$ cat config.mk
export PLATFORM = sky130hd
export DESIGN_NAME = imem_loader_flat
export DESIGN_NICKNAME = d
export VERILOG_FILES = /design/src/rtl/imem_loader_pkg.sv /design/src/rtl/imem_loader_if.sv /design/src/rtl/imem_loader_word.sv /design/src/rtl/imem_loader.sv /design/src/flat_wrapper.sv
export SDC_FILE = /design/constraint.sdc
export NUM_CORES = 1
export LEC_CHECK = 0
export CAP_MARGIN = 20
export CORE_MARGIN = 1.5
export CORE_UTILIZATION = 35
export CTS_CLUSTER_DIAMETER = 30
export DETAILED_ROUTE_END_ITERATION = 10
export DONT_BUFFER_PORTS = 1
export HOLD_SLACK_MARGIN = 0.06
export SLEW_MARGIN = 20
export SYNTH_ARGS = -nofsm -noshare
export SYNTH_HDL_FRONTEND = slang
export SYNTH_HIERARCHICAL = 1
export SYNTH_SLANG_ARGS = --single-unit
$ cat constraint.sdc
create_clock -name clk -period 2.3 [get_ports clk]
set_input_delay 0.46 -clock clk [delete_from_list [all_inputs] [get_ports clk]]
set_output_delay 0.46 -clock clk [all_outputs]
set_load 0.1 [all_outputs]
$ cat src/rtl/imem_loader_pkg.sv
// imem_loader_pkg: shared definitions for the instruction-memory loader.
// Holds the loader FSM state type, error codes, opcode field position and
// the legal-opcode set. The decode stage (main_decoder) imports the same
// LEGAL_OPCODES list so the loader and decoder agree on what is legal.
package imem_loader_pkg;

  typedef enum logic [2:0] {
    S_IDLE,
    S_LEN_HI,
    S_LEN_LO,
    S_WORD,
    S_WRITE,
    S_CHECK,
    S_DONE,
    S_ERROR
  } state_t;

  localparam logic [1:0] ERR_NONE     = 2'd0;
  localparam logic [1:0] ERR_LEN      = 2'd1;
  localparam logic [1:0] ERR_OPCODE   = 2'd2;
  localparam logic [1:0] ERR_CHECKSUM = 2'd3;

  localparam int unsigned OPC_MSB = 31;
  localparam int unsigned OPC_LSB = 26;

  localparam int unsigned N_LEGAL = 10;
  localparam logic [5:0] LEGAL_OPCODES [N_LEGAL] = '{
    6'h00, 6'h01, 6'h02, 6'h03, 6'h04,
    6'h05, 6'h06, 6'h07, 6'h08, 6'h09
  };

  function automatic logic opcode_legal(input logic [5:0] opc);
    logic hit;
    hit = 1'b0;
    for (int unsigned i = 0; i < N_LEGAL; i++) begin
      if (LEGAL_OPCODES[i] == opc) hit = 1'b1;
    end
    return hit;
  endfunction

endpackage

$ cat src/rtl/imem_loader_if.sv
// imem_loader_if: host byte stream, instruction-memory write bus and
// loader status, bundled for the loader.
//   slave  : loader side (takes start/byte stream, drives everything else)
//   master : host/system side
// Signals: start, byte_valid, byte_data[7:0], byte_ready, imem_we,
//   imem_addr[AW-1:0], imem_wdata[31:0], cpu_rst_hold, busy, done, error,
//   err_code[1:0], word_count[AW:0].
interface imem_loader_if #(
  parameter int unsigned AW = 8
);
  logic          start;
  logic          byte_valid;
  logic [7:0]    byte_data;
  logic          byte_ready;
  logic          imem_we;
  logic [AW-1:0] imem_addr;
  logic [31:0]   imem_wdata;
  logic          cpu_rst_hold;
  logic          busy;
  logic          done;
  logic          error;
  logic [1:0]    err_code;
  logic [AW:0]   word_count;

  modport master (
    output start, byte_valid, byte_data,
    input  byte_ready, imem_we, imem_addr, imem_wdata, cpu_rst_hold,
           busy, done, error, err_code, word_count
  );

  modport slave (
    input  start, byte_valid, byte_data,
    output byte_ready, imem_we, imem_addr, imem_wdata, cpu_rst_hold,
           busy, done, error, err_code, word_count
  );
endinterface

$ cat src/rtl/imem_loader_word.sv
// word_assembler: big-endian byte-to-word shift register, byte index and
// running XOR checksum for the loader.
//   clk, rst    : clock, synchronous active-high reset
//   clear       : start of a new session (resets index and checksum)
//   take        : accept byte_data as the next instruction byte
//   byte_data   : incoming byte
//   word_valid  : this take completes a word (combinational)
//   opcode      : opcode field of the word being completed (combinational)
//   word        : registered assembled word
//   checksum    : XOR of all bytes taken this session
module word_assembler
  import imem_loader_pkg::*;
(
  input  logic        clk,
  input  logic        rst,
  input  logic        clear,
  input  logic        take,
  input  logic [7:0]  byte_data,
  output logic        word_valid,
  output logic [5:0]  opcode,
  output logic [31:0] word,
  output logic [7:0]  checksum
);

  logic [1:0]  idx;
  logic [31:0] next_word;

  assign next_word  = {word[23:0], byte_data};
  assign word_valid = take && (idx == 2'd3);
  // The FSM must judge the opcode on the same edge the 4th byte arrives,
  // so it sees the word before it lands in the register.
  assign opcode     = next_word[OPC_MSB:OPC_LSB];

  always_ff @(posedge clk) begin
    if (rst) begin
      word     <= '0;
      idx      <= '0;
      checksum <= '0;
    end else if (clear) begin
      idx      <= '0;
      checksum <= '0;
    end else if (take) begin
      word     <= next_word;
      idx      <= idx + 2'd1;
      checksum <= checksum ^ byte_data;
    end
  end

endmodule

$ cat src/rtl/imem_loader.sv
// imem_loader: receives a framed byte stream (LEN_HI, LEN_LO, 4N
// instruction bytes, XOR checksum), validates opcodes, writes words into
// instruction memory and holds the core in reset until a good program is
// loaded.
//   clk, rst : clock, synchronous active-high reset
//   bus      : imem_loader_if.slave (byte stream, imem write port, status)
// Parameters: R (Rd field width), DEPTH (imem words), AW (address width).
module imem_loader
  import imem_loader_pkg::*;
#(
  parameter int unsigned R     = 5,
  parameter int unsigned DEPTH = 256,
  parameter int unsigned AW    = $clog2(DEPTH)
) (
  input  logic          clk,
  input  logic          rst,
  imem_loader_if.slave  bus
);

  // Rd sits directly below the opcode; a wider Rd would overlap it.
  if (R > OPC_LSB) begin : g_bad_r
    $error("imem_loader: Rd width overlaps opcode field");
  end

  state_t      state;
  logic [7:0]  len_hi;
  logic [15:0] n_words;
  logic [15:0] n_len;
  logic [AW:0] word_count;
  logic        done_q;
  logic        error_q;
  logic [1:0]  err_code_q;
  logic        hold_q;

  logic        accepting;
  logic        xfer;
  logic        start_ok;
  logic        len_bad;
  logic        last_word;
  logic        word_valid;
  logic [5:0]  opcode;
  logic [31:0] word;
  logic [7:0]  checksum;

  assign accepting = (state == S_LEN_HI) || (state == S_LEN_LO) ||
                     (state == S_WORD)   || (state == S_CHECK);
  assign xfer      = bus.byte_valid && accepting;
  assign start_ok  = bus.start &&
                     ((state == S_IDLE) || (state == S_DONE) || (state == S_ERROR));
  assign n_len     = {len_hi, bus.byte_data};
  assign len_bad   = (n_len == 16'd0) || (32'(n_len) > DEPTH);
  assign last_word = (17'(word_count) + 17'd1) == 17'(n_words);

  word_assembler u_asm (
    .clk        (clk),
    .rst        (rst),
    .clear      (start_ok),
    .take       (xfer && (state == S_WORD)),
    .byte_data  (bus.byte_data),
    .word_valid (word_valid),
    .opcode     (opcode),
    .word       (word),
    .checksum   (checksum)
  );

  always_ff @(posedge clk) begin
    if (rst) begin
      state      <= S_IDLE;
      len_hi     <= '0;
      n_words    <= '0;
      word_count <= '0;
      done_q     <= 1'b0;
      error_q    <= 1'b0;
      err_code_q <= ERR_NONE;
      hold_q     <= 1'b1;
    end else begin
      case (state)
        S_IDLE, S_DONE, S_ERROR: begin
          if (bus.start) begin
            state      <= S_LEN_HI;
            word_count <= '0;
            done_q     <= 1'b0;
            error_q    <= 1'b0;
            err_code_q <= ERR_NONE;
            hold_q     <= 1'b1;
          end
        end
        S_LEN_HI: begin
          if (xfer) begin
            len_hi <= bus.byte_data;
            state  <= S_LEN_LO;
          end
        end
        S_LEN_LO: begin
          if (xfer) begin
            n_words <= n_len;
            if (len_bad) begin
              state      <= S_ERROR;
              error_q    <= 1'b1;
              err_code_q <= ERR_LEN;
            end else begin
              state <= S_WORD;
            end
          end
        end
        S_WORD: begin
          if (word_valid) begin
            if (!opcode_legal(opcode)) begin
              state      <= S_ERROR;
              error_q    <= 1'b1;
              err_code_q <= ERR_OPCODE;
            end else begin
              state <= S_WRITE;
            end
          end
        end
        S_WRITE: begin
          word_count <= word_count + 1'b1;
          state      <= last_word ? S_CHECK : S_WORD;
        end
        S_CHECK: begin
          if (xfer) begin
            if (bus.byte_data == checksum) begin
              state  <= S_DONE;
              done_q <= 1'b1;
              hold_q <= 1'b0;
            end else begin
              state      <= S_ERROR;
              error_q    <= 1'b1;
              err_code_q <= ERR_CHECKSUM;
            end
          end
        end
        default: state <= S_IDLE;
      endcase
    end
  end

  assign bus.byte_ready   = accepting;
  assign bus.busy         = accepting || (state == S_WRITE);
  assign bus.imem_we      = (state == S_WRITE);
  assign bus.imem_addr    = word_count[AW-1:0];
  assign bus.imem_wdata   = word;
  assign bus.cpu_rst_hold = hold_q;
  assign bus.done         = done_q;
  assign bus.error        = error_q;
  assign bus.err_code     = err_code_q;
  assign bus.word_count   = word_count;

endmodule

$ cat src/flat_wrapper.sv
// flat-port wrapper written by rule: the top's interface ports become plain ports
module imem_loader_flat import imem_loader_pkg::*;
#(
  parameter int unsigned R     = 5,
  parameter int unsigned DEPTH = 256,
  parameter int unsigned AW    = $clog2(DEPTH)
)
  (clk, rst, bus_start, bus_byte_valid, bus_byte_data, bus_byte_ready, bus_imem_we, bus_imem_addr, bus_imem_wdata, bus_cpu_rst_hold, bus_busy, bus_done, bus_error, bus_err_code, bus_word_count);
  imem_loader_if #(.AW(AW)) bus_i ();
  input  logic clk;
  input  logic rst;
  input wire logic [$bits(bus_i.start)-1:0] bus_start;
  input wire logic [$bits(bus_i.byte_valid)-1:0] bus_byte_valid;
  input wire logic [$bits(bus_i.byte_data)-1:0] bus_byte_data;
  output wire logic [$bits(bus_i.byte_ready)-1:0] bus_byte_ready;
  output wire logic [$bits(bus_i.imem_we)-1:0] bus_imem_we;
  output wire logic [$bits(bus_i.imem_addr)-1:0] bus_imem_addr;
  output wire logic [$bits(bus_i.imem_wdata)-1:0] bus_imem_wdata;
  output wire logic [$bits(bus_i.cpu_rst_hold)-1:0] bus_cpu_rst_hold;
  output wire logic [$bits(bus_i.busy)-1:0] bus_busy;
  output wire logic [$bits(bus_i.done)-1:0] bus_done;
  output wire logic [$bits(bus_i.error)-1:0] bus_error;
  output wire logic [$bits(bus_i.err_code)-1:0] bus_err_code;
  output wire logic [$bits(bus_i.word_count)-1:0] bus_word_count;
  assign bus_i.start = bus_start;
  assign bus_i.byte_valid = bus_byte_valid;
  assign bus_i.byte_data = bus_byte_data;
  assign bus_byte_ready = bus_i.byte_ready;
  assign bus_imem_we = bus_i.imem_we;
  assign bus_imem_addr = bus_i.imem_addr;
  assign bus_imem_wdata = bus_i.imem_wdata;
  assign bus_cpu_rst_hold = bus_i.cpu_rst_hold;
  assign bus_busy = bus_i.busy;
  assign bus_done = bus_i.done;
  assign bus_error = bus_i.error;
  assign bus_err_code = bus_i.err_code;
  assign bus_word_count = bus_i.word_count;
  imem_loader #(.R(R), .DEPTH(DEPTH), .AW(AW)) u_core (.clk(clk), .rst(rst), .bus(bus_i));
endmodule
==> flow_results.xml, run 1 <==
<?xml version="1.0" encoding="UTF-8"?>
<metrics>
  <group name="setup_path">
    <metric name="cp_max_fo" unit="">9</metric>
    <metric name="cp.buffers_inverters" unit="">0</metric>
    <metric name="worst_path_cell_chain" unit="">and3_1 -&gt; and2_1 -&gt; mux2_2 -&gt; o211ai_1 -&gt; a221o_1 -&gt; a221oi_2 -&gt; mux2i_1</metric>
    <metric name="critical_path_required" unit="ns">2.60</metric>
    <metric name="type_of_element_capturing_the_critical_path" unit="">flop</metric>
    <metric name="timing.reg2reg.worst_path_depth" unit="">7</metric>
    <metric name="largest_stage_delay_on_the_critical_path" unit="ns">0.48</metric>
    <metric name="critical_path.slowest_cell" unit="">sky130_fd_sc_hd__dfxtp_1</metric>
    <metric name="timing.reg2reg.setup_slack" unit="ns">0.17</metric>
    <metric name="rr_startpoint" unit="">u_core/state[0]</metric>
    <metric name="critPathArrivalTime" unit="ns">2.43</metric>
    <metric name="worst_r2r_endpoint" unit="">u_core/bus.err_code[1]</metric>
    <metric name="startpoint_type" unit="">flop</metric>
    <metric name="worst_path_dominant_cell_family" unit="">compound AO/OA/AOI/OAI gates</metric>
    <metric name="worst-setup-path-type" unit="">reg -&gt; reg</metric>
  </group>
  <group name="timing">
    <metric name="timing_hold_violations_final" unit="">0</metric>
    <metric name="clock_skew" unit="ns">0.00763</metric>
    <metric name="layout_min_cycle_time" unit="ns">2.13</metric>
    <metric name="setup_violations" unit="">0</metric>
    <metric name="post-route-period-util" unit="%">92.5</metric>
    <metric name="maxSlewHeadroom" unit="%">60.1</metric>
    <metric name="worstMarginPinSlew" unit="ns">0.599</metric>
    <metric name="rsz0062_at_grt" unit="">false</metric>
    <metric name="finalMaxSlewViolations" unit="">0</metric>
    <metric name="max_freq" unit="GHz">0.470</metric>
    <metric name="hold_ws" unit="ns">0.150</metric>
    <metric name="timing.setup.tns" unit="ns">0</metric>
  </group>
  <group name="floorplanning">
    <metric name="design.portCount" unit="">69</metric>
    <metric name="floorplan.die.height" unit="µm">109</metric>
    <metric name="dieWidth" unit="µm">109</metric>
    <metric name="rows" unit="">38</metric>
    <metric name="floorplan.die_area" unit="µm²">11900</metric>
    <metric name="start_util" unit="%">36.1</metric>
    <metric name="placeableCoreArea" unit="µm²">10900</metric>
  </group>
  <group name="place">
    <metric name="place.port_buffers" unit="">0</metric>
    <metric name="area_of_placed_instances" unit="µm²">4300</metric>
    <metric name="dp_hpwl" unit="µm">6640</metric>
    <metric name="gp_routability_congestion" unit="">0.903</metric>
  </group>
  <group name="grt">
    <metric name="global_route.usage.met1" unit="%">21.8</metric>
    <metric name="grt.busiest_layer" unit="">met2</metric>
    <metric name="groute.layer.met3.usage" unit="%">5.26</metric>
    <metric name="grt_use_met2" unit="%">25.2</metric>
    <metric name="globalRoute.totalOverflow" unit="">0</metric>
    <metric name="grt_start_max_net_pins" unit="">70</metric>
    <metric name="grt_first_pass_wirelength" unit="µm">15400</metric>
    <metric name="antenna_found_initial" unit="">0</metric>
    <metric name="via_count_of_the_first_global_routing_pass" unit="">3171</metric>
    <metric name="overall_global_routing_resource_usage" unit="%">16.6</metric>
  </group>
  <group name="finish">
    <metric name="drive_above_1_share" unit="%">18.7</metric>
    <metric name="final_core_util" unit="%">41.1</metric>
    <metric name="final_nets" unit="">533</metric>
    <metric name="layout-area-overhead-vs-synth" unit="%">13.7</metric>
    <metric name="insertedDiodeCount" unit="">0</metric>
    <metric name="postLayoutCellArea" unit="µm²">4470</metric>
  </group>
  <group name="synthesis">
    <metric name="synth.avg_cell_area" unit="µm²">7.95</metric>
    <metric name="synthTopCellsByArea" unit="">sky130_fd_sc_hd__dfxtp_1, sky130_fd_sc_hd__nand2_1, sky130_fd_sc_hd__a21oi_1</metric>
    <metric name="post_synth_inst_count" unit="">495</metric>
    <metric name="synth_compound_area_share" unit="%">16.0</metric>
    <metric name="post_syn_nets" unit="">509</metric>
    <metric name="synthArstFlopShare" unit="%">0</metric>
    <metric name="synthAdderAreaFrac" unit="%">0.636</metric>
    <metric name="yosysUniqueCellTypes" unit="">53</metric>
    <metric name="post_synth_xor_area_fraction" unit="%">7.06</metric>
    <metric name="synth.cell_area" unit="µm²">3940</metric>
    <metric name="synthTopCellsByCount" unit="">sky130_fd_sc_hd__nand2_1, sky130_fd_sc_hd__dfxtp_1, sky130_fd_sc_hd__a21oi_1</metric>
    <metric name="synth_top_cell_by_area" unit="">sky130_fd_sc_hd__dfxtp_1</metric>
    <metric name="yosys_warnings" unit="">6</metric>
    <metric name="synth_top_area_share" unit="%">42.2</metric>
    <metric name="muxShareOfSynthArea" unit="%">0.795</metric>
    <metric name="synth_seq_area_share" unit="%">42.2</metric>
    <metric name="yosys_register_bits" unit="">83</metric>
    <metric name="yosys.area_share.simple" unit="%">25.2</metric>
    <metric name="combinational_family_with_the_most_area_after_synthesis" unit="">simple AND/OR/NAND/NOR gates</metric>
    <metric name="synth_edf_count" unit="">0</metric>
    <metric name="top_count_cell_post_synth" unit="">sky130_fd_sc_hd__nand2_1</metric>
    <metric name="synth_flop_cell" unit="">sky130_fd_sc_hd__dfxtp_1</metric>
  </group>
  <group name="pwr">
    <metric name="power.switching" unit="mW">0.979</metric>
    <metric name="p_int" unit="mW">2.03</metric>
    <metric name="power_switching_share" unit="%">32.5</metric>
    <metric name="p_clk_share" unit="%">32.5</metric>
    <metric name="p_leak" unit="nW">1.71</metric>
    <metric name="total_power_per_unit_cell_area" unit="nW/µm²">673</metric>
    <metric name="share_comb_of_total_power" unit="%">17.5</metric>
    <metric name="p_seq_share" unit="%">50.0</metric>
    <metric name="vdd_ir_drop_max" unit="mV">0.405</metric>
  </group>
  <group name="cts">
    <metric name="tritoncts" unit="">done</metric>
    <metric name="cts.reportedPaths.clkPinSlew" unit="ns">0.09</metric>
    <metric name="post_cts_resize_count" unit="">0</metric>
    <metric name="count_of_hold_buffers_inserted_by_post_cts_repair" unit="">0</metric>
    <metric name="clock_tree.buffer_depth" unit="">2</metric>
    <metric name="worstSkewPairLatency" unit="ns">0.36</metric>
    <metric name="cts_setup_buffers" unit="">0</metric>
    <metric name="cts_root_buf" unit="">sky130_fd_sc_hd__clkbuf_8</metric>
    <metric name="cts.htree.levels" unit="">3</metric>
    <metric name="clock-sinks" unit="">83</metric>
    <metric name="number_of_buffers_added_by_the_clock_tree_synthesis_step" unit="">9</metric>
  </group>
  <group name="route">
    <metric name="detail-route-antenna-nets" unit="">0</metric>
    <metric name="vias_per_cell" unit="">5.10</metric>
    <metric name="routed_wirelength" unit="µm">9550</metric>
    <metric name="vias" unit="">3388</metric>
    <metric name="initialDrtViolationCount" unit="">190</metric>
    <metric name="drc" unit="">0</metric>
    <metric name="dr.pass1.iters" unit="">5</metric>
    <metric name="avgRoutedWirePerCell" unit="µm">14.4</metric>
  </group>
  <group name="min_path">
    <metric name="hold_path_startpoint" unit="">rst</metric>
    <metric name="whs_path_depth" unit="">1</metric>
    <metric name="timing.hold.worst.class" unit="">in -&gt; reg</metric>
    <metric name="timing.hold.worst_endpoint" unit="">u_core/u_asm/word[9]</metric>
  </group>
  <group name="flow_run">
    <metric name="drv.max_cap_violation_count" unit="">0</metric>
  </group>
  <group name="run_status">
    <metric name="run_status" unit="">finished clean</metric>
  </group>
</metrics>
cells in the final DEF (no fill, tap or decap), drive strengths merged, types with 2 or more instances in the layout:
cell type	n
nor4	4
or2	3
or4	4
a32oi	2
nand3	7
clkbuf	10
and2	5
o211a	4
ha	2
nand2	132
and3	8
or3	3
o211ai	2
a211oi	3
nor2	25
xor2	22
o21ai	15
and4	3
buf	60
inv	7
xnor2	7
nand4	6
nand3b	3
a21oi	70
clkinv	3
a31oi	4
mux2i	2
dfxtp	83
nor3	4
nand2b	4
o32ai	2
power groups by stage:
stage	Clock, mW	Combinational (mW)	Sequential, mW
2_1_floorplan	0	0.363	1.61
3_3_place_gp	0	0.517	1.54
3_5_place_dp	0	0.523	1.54
4_1_cts	1.01	0.524	1.50
5_1_grt	1.06	0.562	1.51
6_report	0.980	0.526	1.50
logic make-up after synthesis:
kind of cell	count (synthesis)
fa+ha+maj	2
xor+xnor	30
buf+inv	52
mux	3
flops	83
compound gates	109
simple gates	216
cell type report:
class / count / area (µm²)
repair buffers: 60 / 463
clock inverters: 6 / 47.5
flip-flops and latches: 83 / 1680
multi-input cells: 360 / 1960
well taps: 140 / 175
inverters: 5 / 20.0
clock buffers: 10 / 128
fillers: 1103 / 6410
registers in the layout (all words and copies together) (netlist names):
register,cells
u_core/bus.error,1
u_core/len_hi,8
u_core/bus.err_code,2
u_core/bus.word_count,9
u_core/bus.done,1
u_core/state,3
u_core/u_asm/idx,2
u_core/bus.cpu_rst_hold,1
u_core/u_asm/checksum,8
u_core/u_asm/word,32
u_core/n_words,16
through the flow:
stage                     cells  setup slack [ns]  power [mW]
after CTS                   664             0.206        3.04
after global placement      648             0.202        2.05
after detailed placement    648            0.0670        2.06
after floorplan             495           -0.0292        1.97
final                       664             0.172        3.01
after global routing        664            0.0480        3.14
routing by layer:
layer | routed length (µm) | vias to the layer above
li1 | - | 1712
met1 | 4450 | 1560
met2 | 4310 | 95
met3 | 607 | 21
met4 | 187 | 0
met5 | 0 | -
how the worst max path moves through the flow:
stage | slack (ns) | depth (start not counted) | to | start
after global placement | 0.20 | 8 | u_core/bus.err_code[1] | bus_byte_valid
after floorplan | -0.03 | 7 | u_core/state[1] | u_core/bus.word_count[3]
final | 0.17 | 7 | u_core/bus.err_code[1] | u_core/state[0]
after CTS | 0.21 | 7 | u_core/bus.err_code[1] | u_core/state[0]
after global routing | 0.05 | 7 | u_core/bus.err_code[1] | u_core/state[0]
after detailed placement | 0.07 | 8 | u_core/bus.err_code[1] | bus_byte_valid
(Power assumes the default switching activity.)
==> run 2, diff against run 1 <==
CORE_MARGIN = 2   (was 1.5)
==> run 2 against run 1 <==
Net effect:
- cell count shrank 0.15%
- routed wire length grew 1.1%
- clock skew grew 0.0032 ns
- clock power grew 19%
- flip-flop and latch count is the same
- sequential share of layout area shrank 0.19 points
- final area grew 0.50%
- critical path type unchanged
- die area grew 1.8%
- fmax grew 0.23%
==> flow_results.xml, run 2 (synthesis gave the netlist of run 1 again) <==
<?xml version="1.0" encoding="UTF-8"?>
<metrics>
  <group name="setup_path">
    <metric name="worst_path_dominant_cell_family" unit="">compound AO/OA/AOI/OAI gates</metric>
    <metric name="type_of_element_capturing_the_critical_path" unit="">flop</metric>
    <metric name="worst_path_cell_chain" unit="">nor2b_1 -&gt; and3_1 -&gt; and2_1 -&gt; mux2_2 -&gt; o211ai_1 -&gt; a221o_1 -&gt; a221oi_2 -&gt; mux2i_1</metric>
    <metric name="startpoint_type" unit="">flop</metric>
    <metric name="worst-setup-path-type" unit="">reg -&gt; reg</metric>
    <metric name="critPathArrivalTime" unit="ns">2.43</metric>
    <metric name="cp.buffers_inverters" unit="">0</metric>
    <metric name="cp_max_fo" unit="">6</metric>
    <metric name="timing.reg2reg.setup_slack" unit="ns">0.18</metric>
    <metric name="largest_stage_delay_on_the_critical_path" unit="ns">0.39</metric>
    <metric name="critical_path.slowest_cell" unit="">sky130_fd_sc_hd__a221o_1</metric>
    <metric name="critical_path_required" unit="ns">2.60</metric>
  </group>
  <group name="cts">
    <metric name="cts_setup_buffers" unit="">0</metric>
    <metric name="cts.htree.levels" unit="">3</metric>
    <metric name="post_cts_resize_count" unit="">0</metric>
    <metric name="tritoncts" unit="">done</metric>
    <metric name="count_of_hold_buffers_inserted_by_post_cts_repair" unit="">0</metric>
    <metric name="clock-sinks" unit="">83</metric>
    <metric name="cts.reportedPaths.clkPinSlew" unit="ns">0.09</metric>
    <metric name="number_of_buffers_added_by_the_clock_tree_synthesis_step" unit="">9</metric>
    <metric name="cts_root_buf" unit="">sky130_fd_sc_hd__clkbuf_8</metric>
    <metric name="worstSkewPairLatency" unit="ns">0.37</metric>
    <metric name="clock_tree.buffer_depth" unit="">2</metric>
  </group>
  <group name="finish">
    <metric name="final_common_cell" unit="">sky130_fd_sc_hd__nand2_1</metric>
    <metric name="drive_above_1_share" unit="%">18.7</metric>
    <metric name="registers.top_by_ff_count" unit="">u_core/u_asm/word</metric>
    <metric name="top_regs" unit="">u_core/u_asm/word x32, u_core/n_words x16, u_core/bus.word_count x9</metric>
    <metric name="ff_latch_area" unit="µm²">1680</metric>
    <metric name="multi_input_comb_area" unit="µm²">1960</metric>
    <metric name="largest_register_ffs" unit="">32</metric>
    <metric name="layout_common_cells" unit="">sky130_fd_sc_hd__nand2_1, sky130_fd_sc_hd__dfxtp_1, sky130_fd_sc_hd__a21oi_1, sky130_fd_sc_hd__buf_4, sky130_fd_sc_hd__nor2_1</metric>
    <metric name="insertedDiodeCount" unit="">0</metric>
    <metric name="layout-area-overhead-vs-synth" unit="%">14.2</metric>
    <metric name="final_nets" unit="">532</metric>
    <metric name="num-fill-cells" unit="">1127</metric>
  </group>
  <group name="grt">
    <metric name="global_route.usage.met1" unit="%">21.7</metric>
    <metric name="antenna_found_initial" unit="">0</metric>
    <metric name="grt_use_met2" unit="%">26.0</metric>
    <metric name="grt.busiest_layer" unit="">met2</metric>
    <metric name="grt_start_max_net_pins" unit="">70</metric>
    <metric name="globalRoute.totalOverflow" unit="">0</metric>
    <metric name="via_count_of_the_first_global_routing_pass" unit="">3190</metric>
    <metric name="grt_first_pass_wirelength" unit="µm">15800</metric>
    <metric name="overall_global_routing_resource_usage" unit="%">16.6</metric>
    <metric name="groute.layer.met3.usage" unit="%">5.88</metric>
  </group>
  <group name="timing">
    <metric name="setup_violations" unit="">0</metric>
    <metric name="worstMarginPinSlew" unit="ns">0.570</metric>
    <metric name="post-route-period-util" unit="%">92.3</metric>
    <metric name="finalMaxSlewViolations" unit="">0</metric>
    <metric name="layout_min_cycle_time" unit="ns">2.12</metric>
    <metric name="timing.setup.tns" unit="ns">0</metric>
    <metric name="maxSlewHeadroom" unit="%">61.7</metric>
    <metric name="hold_ws" unit="ns">0.147</metric>
    <metric name="rsz0062_at_grt" unit="">false</metric>
    <metric name="max_freq" unit="GHz">0.471</metric>
    <metric name="clock_skew" unit="ns">0.0109</metric>
    <metric name="timing_hold_violations_final" unit="">0</metric>
  </group>
  <group name="place">
    <metric name="gp_routability_congestion" unit="">0.884</metric>
    <metric name="dp_hpwl" unit="µm">6670</metric>
    <metric name="place.port_buffers" unit="">0</metric>
  </group>
  <group name="floorplanning">
    <metric name="floorplan.die_area" unit="µm²">12100</metric>
    <metric name="dieWidth" unit="µm">110</metric>
    <metric name="floorplan.die.height" unit="µm">110</metric>
    <metric name="start_util" unit="%">36.1</metric>
    <metric name="design.portCount" unit="">69</metric>
    <metric name="rows" unit="">38</metric>
    <metric name="placeableCoreArea" unit="µm²">10900</metric>
  </group>
  <group name="route">
    <metric name="vias" unit="">3380</metric>
    <metric name="detail-route-antenna-nets" unit="">0</metric>
    <metric name="dr.pass1.iters" unit="">4</metric>
    <metric name="routed_wirelength" unit="µm">9660</metric>
    <metric name="avgRoutedWirePerCell" unit="µm">14.6</metric>
    <metric name="vias_per_cell" unit="">5.10</metric>
    <metric name="drc" unit="">0</metric>
    <metric name="initialDrtViolationCount" unit="">250</metric>
  </group>
  <group name="flow_run">
    <metric name="drv.max_cap_violation_count" unit="">0</metric>
  </group>
  <group name="pwr">
    <metric name="total_power_per_unit_cell_area" unit="nW/µm²">711</metric>
    <metric name="finalPower" unit="mW">3.20</metric>
    <metric name="p_leak" unit="nW">1.73</metric>
    <metric name="vdd_ir_drop_max" unit="mV">0.597</metric>
  </group>
  <group name="run_status">
    <metric name="run_status" unit="">finished clean</metric>
  </group>
  <group name="min_path">
    <metric name="timing.hold.worst.class" unit="">in -&gt; reg</metric>
  </group>
</metrics>
## run 2: changes by cell type in the layout (fill, tap and decap cells not counted)
cell                        previous run  this run
sky130_fd_sc_hd__inv_8                 0         3
sky130_fd_sc_hd__inv_6                 3         1
sky130_fd_sc_hd__clkinv_2              2         1
sky130_fd_sc_hd__buf_12                1         0
sky130_fd_sc_hd__bufinv_16             0         1
sky130_fd_sc_hd__clkbuf_1              1         0
sky130_fd_sc_hd__clkbuf_8              9        10
sky130_fd_sc_hd__clkinv_4              1         0
## run 2: power breakdown
| group | switching (mW) | internal [mW] | leakage, nW | total, mW |
|---|---|---|---|---|
| clock | 0.611 | 0.558 | 0.109 | 1.17 |
| sequential | 0.0332 | 1.47 | 0.675 | 1.51 |
| combinational | 0.373 | 0.151 | 0.945 | 0.523 |
| total | 1.02 | 2.18 | 1.73 | 3.20 |
## run 2: path summary, 6_finish.rpt
check	startpoint	endpoint	depth (start not counted)
worst max-delay path	u_core/state[2]	u_core/bus.err_code[1]	8
worst min-delay path	rst	u_core/u_asm/word[4]	1
worst max register to register	u_core/state[2]	u_core/bus.err_code[1]	8
worst min register to register	u_core/u_asm/word[3]	u_core/u_asm/word[11]	2
## run 2: final cells by class
cell class | count | share of cell area (%)
clock buffers | 10 | 3.06
clock inverters | 6 | 1.78
inverters | 5 | 0.445
multi-input cells | 360 | 43.7
flip-flops and latches | 83 | 37.3
well taps | 140 | 3.90
repair buffers | 59 | 9.85
## run 2: layer usage
| layer | wire [µm] | share of wire [%] |
|---|---|---|
| met1 | 4540 | 47 |
| met3 | 624 | 6.5 |
| met4 | 102 | 1.1 |
| met5 | 0 | 0 |
| met2 | 4390 | 45 |
## run 2: worst register-to-register path, cell delays in order, from the launching register on
cell and delay (ns):
sky130_fd_sc_hd__dfxtp_1 0.36, sky130_fd_sc_hd__nor2b_1 0.16, sky130_fd_sc_hd__and3_1 0.20, sky130_fd_sc_hd__and2_1 0.15, sky130_fd_sc_hd__mux2_2 0.17, sky130_fd_sc_hd__o211ai_1 0.11
sky130_fd_sc_hd__a221o_1 0.39, sky130_fd_sc_hd__a221oi_2 0.30, sky130_fd_sc_hd__mux2i_1 0.21
## run 2: stage by stage
| stage | cells | worst slack, ns | instance area [µm²] | utilization, % |
|---|---|---|---|---|
| 2_1_floorplan | 495 | -0.0292 | 3960 | - |
| 3_3_place_gp | 647 | 0.196 | 4280 | 39.3 |
| 3_5_place_dp | 647 | 0.129 | 4280 | 39.3 |
| 4_1_cts | 663 | 0.198 | 4500 | 41.3 |
| 5_1_grt | 663 | 0.0277 | 4500 | 41.3 |
| 6_report | 663 | 0.177 | 4500 | 41.3 |
